$ cat src/rtl/ca_row_engine_if.sv
// Row-write bus of the cellular-automaton engine: control pulses in, image RAM row writes out.
// Write-only; the RAM accepts a row every cycle, so there is no backpressure.
interface ca_row_engine_if #(
  parameter int WIDTH = 80
);
  logic             start;
  logic             frame_tick;
  logic             wr_en;
  logic [6:0]       wr_row;
  logic [WIDTH-1:0] wr_data;
  logic             busy;
  logic [15:0]      gen_count;

  modport master (
    input  start, frame_tick,
    output wr_en, wr_row, wr_data, busy, gen_count
  );

  modport slave (
    output start, frame_tick,
    input  wr_en, wr_row, wr_data, busy, gen_count
  );
endinterface

$ cat src/rtl/ca_row_engine.sv
// Elementary 1-D CA: fills ROWS image rows one generation per cycle, then scrolls one generation per frame_tick; CA_WRAP_EN selects toroidal edges.
// start -> first write 1 cycle later, ROWS back-to-back writes; no backpressure, pulses outside IDLE/HOLD are dropped.
module ca_row_engine #(
  parameter int               WIDTH = 80,
  parameter int               ROWS  = 60,
  parameter logic [7:0]       RULE  = 8'd30,
  parameter logic [WIDTH-1:0] SEED  = WIDTH'(1) << (WIDTH / 2)
) (
  input logic           clk,
  input logic           rst,
  ca_row_engine_if.master bus
);

  typedef enum logic [1:0] {IDLE, FILL, HOLD} state_t;

  localparam logic [6:0] LAST_ROW = 7'(ROWS - 1);

  state_t           state, state_nxt;
  logic [WIDTH-1:0] cur, cur_nxt, cur_gen;
  logic [WIDTH-1:0] top_next, top_nxt;
  logic [6:0]       row, row_nxt;
  logic [15:0]      gen, gen_nxt;
  logic             fill_d;

  logic             wr_en_q;
  logic [6:0]       wr_row_q;
  logic [WIDTH-1:0] wr_data_q;
  logic             busy_q;

  // ext[i +: 3] = {left, centre, right} of cell i, with edge cells padded.
  logic [WIDTH+1:0] ext;
`ifdef CA_WRAP_EN
  assign ext = {cur[0], cur, cur[WIDTH-1]};
`else
  assign ext = {1'b0, cur, 1'b0};
`endif

  always_comb begin
    cur_gen = '0;
    for (int i = 0; i < WIDTH; i++) begin
      cur_gen[i] = RULE[ext[i +: 3]];
    end
  end

  always_ff @(posedge clk) begin
    if (rst) begin
      state <= IDLE;
    end else begin
      state <= state_nxt;
    end
  end

  always_comb begin
    state_nxt = state;
    case (state)
      IDLE:    if (bus.start)        state_nxt = FILL;
      FILL:    if (row == LAST_ROW)  state_nxt = HOLD;
      HOLD:    if (bus.frame_tick)   state_nxt = FILL;
      default:                       state_nxt = IDLE;
    endcase
  end

  always_comb begin
    cur_nxt = cur;
    top_nxt = top_next;
    row_nxt = row;
    gen_nxt = gen;
    case (state)
      IDLE: begin
        cur_nxt = SEED;
        row_nxt = '0;
      end
      FILL: begin
        cur_nxt = cur_gen;
        if (row == '0) top_nxt = cur_gen;
        row_nxt = (row == LAST_ROW) ? 7'd0 : row + 7'd1;
      end
      HOLD: begin
        // Restarting from the old row-1 generation scrolls the screen up by one.
        if (bus.frame_tick) begin
          cur_nxt = top_next;
          gen_nxt = gen + 16'd1;
          row_nxt = '0;
        end
      end
      default: begin
        cur_nxt = SEED;
        row_nxt = '0;
      end
    endcase
    fill_d = (state_nxt == FILL);
  end

  // Outputs are loaded with the values the FILL cycle will present, keeping them registered.
  always_ff @(posedge clk) begin
    if (rst) begin
      cur       <= SEED;
      top_next  <= '0;
      row       <= '0;
      gen       <= '0;
      wr_en_q   <= 1'b0;
      wr_row_q  <= '0;
      wr_data_q <= '0;
      busy_q    <= 1'b0;
    end else begin
      cur       <= cur_nxt;
      top_next  <= top_nxt;
      row       <= row_nxt;
      gen       <= gen_nxt;
      wr_en_q   <= fill_d;
      busy_q    <= fill_d;
      wr_row_q  <= fill_d ? row_nxt : 7'd0;
      wr_data_q <= fill_d ? cur_nxt : '0;
    end
  end

  assign bus.wr_en     = wr_en_q;
  assign bus.wr_row    = wr_row_q;
  assign bus.wr_data   = wr_data_q;
  assign bus.busy      = busy_q;
  assign bus.gen_count = gen;

endmodule
$ cat src/flat_wrapper.sv
// flat-port wrapper written by rule: the top's interface ports become plain ports
module ca_row_engine_flat 
#(
  parameter int               WIDTH = 80,
  parameter int               ROWS  = 60,
  parameter logic [7:0]       RULE  = 8'd30,
  parameter logic [WIDTH-1:0] SEED  = WIDTH'(1) << (WIDTH / 2)
)
  (clk, rst, bus_start, bus_frame_tick, bus_wr_en, bus_wr_row, bus_wr_data, bus_busy, bus_gen_count);
  ca_row_engine_if #(.WIDTH(WIDTH)) bus_i ();
  input logic clk;
  input logic rst;
  input wire logic [$bits(bus_i.start)-1:0] bus_start;
  input wire logic [$bits(bus_i.frame_tick)-1:0] bus_frame_tick;
  output wire logic [$bits(bus_i.wr_en)-1:0] bus_wr_en;
  output wire logic [$bits(bus_i.wr_row)-1:0] bus_wr_row;
  output wire logic [$bits(bus_i.wr_data)-1:0] bus_wr_data;
  output wire logic [$bits(bus_i.busy)-1:0] bus_busy;
  output wire logic [$bits(bus_i.gen_count)-1:0] bus_gen_count;
  assign bus_i.start = bus_start;
  assign bus_i.frame_tick = bus_frame_tick;
  assign bus_wr_en = bus_i.wr_en;
  assign bus_wr_row = bus_i.wr_row;
  assign bus_wr_data = bus_i.wr_data;
  assign bus_busy = bus_i.busy;
  assign bus_gen_count = bus_i.gen_count;
  ca_row_engine #(.WIDTH(WIDTH), .ROWS(ROWS), .RULE(RULE), .SEED(SEED)) u_core (.clk(clk), .rst(rst), .bus(bus_i));
endmodule
$ cat config.mk
export PLATFORM = sky130hd
export DESIGN_NAME = ca_row_engine_flat
export DESIGN_NICKNAME = d
export VERILOG_FILES = /design/src/rtl/ca_row_engine_if.sv /design/src/rtl/ca_row_engine.sv /design/src/flat_wrapper.sv
export SDC_FILE = /design/constraint.sdc
export NUM_CORES = 1
export LEC_CHECK = 0
export CAP_MARGIN = 20
export CORE_MARGIN = 4
export CORE_UTILIZATION = 40
export DETAILED_ROUTE_END_ITERATION = 12
export DONT_BUFFER_PORTS = 1
export SLEW_MARGIN = 0
export SYNTH_ARGS = -nofsm -noshare
export SYNTH_HDL_FRONTEND = slang
export SYNTH_SLANG_ARGS = --single-unit
$ cat constraint.sdc
create_clock -name clk -period 2.7 [get_ports clk]
set_input_delay 0.405 -clock clk [delete_from_list [all_inputs] [get_ports clk]]
set_output_delay 0.405 -clock clk [all_outputs]
set_load 0.005 [all_outputs]
==> results.md <==
STA
• peak clock frequency supported by timing: 440 MHz
• post-route clock skew: 0.0301 ns
• worst hold slack: 0.0685 ns
• relative slew slack: 58.0%
• setup TNS: 0 ns
• final critical delay including setup and external delays: 2.27 ns
• count of final hold-check violations: 0
• setup repair after global routing missed its margin: false
• share of the cycle needed by the critical path after routing: 84.1%
• number of max-slew violations in the final report: 0
• transition time of the tightest slew-check pin: 0.631 ns
• endpoints failing setup: 0

Floorplan
• horizontal die dimension: 188 um
• Cell Rows: 65
• area enclosed by the die boundary: 35300 um^2
• number of I/O pins: 109
• die extent in y: 188 um
• core box area: 31700 um^2
• effective utilization at floorplan: 40.8%

Placement
• dpl cells: 1642
• routability congestion estimate from global placement: 0.739
• Buffers on Ports: 0
• detailed placer's ending HPWL: 16000 um

Drt
• number of search-and-repair iterations in the first detailed-routing pass: 4
• per-cell via count in the routed design: 5.00
• vias post-DR: 8557
• total wire length: 27800 um
• count of unresolved DRC violations after routing: 0
• ANT nets after route: 0
• Avg WL per Cell: 16.2 um
• number of DRC violations after detailed-routing iteration 0: 406

Setup path
• Critical Path RT: 3.11 ns
• Crit path arrival time: 2.68 ns
• crit path kind: flop to flop
• element type at the critical path end: flop
• Critical Path Source Type: flop
• top fanout value on the critical path: 36

Synth
• post-synthesis instance total: 1306
• nets in the synthesized netlist: 1317
• distinct cell type count of the synthesized netlist: 46
• Post-Synthesis Cell Area: 12900 um^2
• synth top area cells: dfxtp_1, nor2_1, a22oi_2
• EDFF count, synth: 0
• number of synthesized register bits: 351
• portion of synthesized cell area occupied by the leading cell type: 54.4%
• sequential-to-total area share from yosys stat: 54.4%
• fraction of registers with async set or reset after synthesis: 0%
• cell type with the highest aggregate area in the netlist: dfxtp_1
• library cell with the highest instance count after synthesis: dfxtp_1
• most numerous cell types in the synthesized netlist: dfxtp_1, nor2_1, nand2_1
• warning count from the yosys run: 0
• commonest register cell after synthesis: dfxtp_1
• Avg Inst Size Synth: 9.90 um^2

CTS
• root buffer selected by CTS: clkbuf_16
• Gates resized, CTS repair: 0
• source-to-sink clock delay at the later pin of the worst-skew pair: 0.53 ns
• clock-pin slew of the registers on the worst-case setup and hold paths: 0.06 ns
• CTS Buffer Depth: 3
• Inserted Clock Buffers: 39
• number of levels in the clock H-tree: 2
• Clock Sinks: 351
• TritonCTS clock tree: built

Global route
• wire length of the first global-routing pass: 46100 um
• Total Routing Usage GR: 15.5%
• antenna violations before repair: 0
• maximum number of pins on one net before global-route repair: 101
• Congestion Overflow GR: 0
• vias in the first global route: 8664

Finish
• post-layout instance count excluding filler cells: 1712
• number of nets in the finished design: 1294
• filler instances: 3007
• layout cells sized above 1: 14.9%
• diodes inserted: 0
• Area Overhead vs Synth: 12.6%

Power and ir drop
• highest ir drop seen on vdd: 521 uV
• P_leak: 5.01 nW
• ratio of total power to cell area: 748 nW/um^2

Worst hold path
• type of the worst min-delay path: input port to flop

Run
• reported max-cap violation count: 0

Status
• run status: finished clean

==> worst max-delay path, stage by stage, from the launching register on <==
cell	delay, ns
dfxtp_1	0.44
inv_1	0.13
ha_1	0.55
nand2b_4	0.28
buf_12	0.28
nor2_1	0.23
nor2_1	0.10
xnor2_1	0.13
==> per-stage QoR <==
stage	total power, W	cell area, um^2	utilization, %	worst slack [ns]
2_1_floorplan	0.00559	12900	-	0.802
3_3_place_gp	0.00562	13200	41.6	0.439
3_5_place_dp	0.00562	13200	41.6	0.396
4_1_cts	0.0110	14600	45.9	0.380
5_1_grt	0.0113	14600	45.9	0.217
6_report	0.0109	14600	45.9	0.428
==> layer usage <==
metal	track usage (%)	vias to the layer above	share of wire (%)	routed length [um]
met5	0	-	0	0
met1	20.6	4082	47	13100
met2	25.6	169	46	12800
met3	3.98	36	5.4	1490
li1	-	4270	-	-
met4	3.61	0	1.5	404
==> kinds of logic after synthesis <==
logic type / count (synthesis) / share of synthesized area, %
and+or+nand+nor: 497 / 15.9
AOI/OAI and AO/OA: 187 / 11.8
buffers and inverters: 90 / 3.83
adders and majority gates: 7 / 0.677
muxes: 81 / 7.13
xor gates and xnor gates: 93 / 6.30
DFF: 351 / 54.4
==> layout make-up <==
cell class	count	area (um^2)	area share [%]
Clock buffer	55	1130	7.74
Clock inverter	13	189	1.30
Inverter	9	33.8	0.232
Multi-Input combinational cell	865	5440	37.4
Sequential cell	351	7030	48.3
Tap cell	402	503	3.46
Timing Repair Buffer	17	238	1.63
==> flip-flops by register name, indices dropped and copies added, names as in the netlist <==
signal                flops
u_core.cur_gen           78
u_core.top_next          80
u_core.row                7
u_core.bus.wr_data       80
u_core.bus.wr_en          1
u_core.state              2
u_core.cur               80
u_core.bus.gen_count     16
u_core.bus.wr_row         7
==> placed cells by master, fill, tap and decap left out, types with 18 or more instances in the layout <==
master	instances
nor2_1	240
a21oi_1	88
nand2_1	194
a22oi_1	18
a22oi_2	61
nor2_2	29
mux2_1	66
xnor2_1	65
xor2_1	28
dfxtp_1	351
clkbuf_16	40
==> path summary, 6_finish.rpt <==
kind         slack (ns)                 endpoint                 from  cells past startpoint
min                0.07  u_core.bus.gen_count[1]       bus_frame_tick                      2
min reg2reg        0.44      u_core.top_next[19]  u_core.top_next[19]                      2
max                0.43       u_core.cur_gen[60]      u_core.state[0]                      7
max reg2reg        0.43       u_core.cur_gen[60]      u_core.state[0]                      7
==> where the power goes <==
group / total, W / internal (W) / leakage, nW / switching [W]
Combinational: 0.000340 / 0.0000862 / 1.54 / 0.000253
Sequential: 0.00520 / 0.00519 / 2.83 / 0.00000904
Clock: 0.00535 / 0.00330 / 0.641 / 0.00205
Total: 0.0109 / 0.00858 / 5.01 / 0.00231
==> repair_timing <==
| action | in CTS | in global routing |
|---|---|---|
| buffers inserted | 0 | 0 |
| hold buffers | 2 | 0 |
| endpoints found under the hold margin | 100 | 0 |
Note: power is estimated with default switching activity, not from simulation.
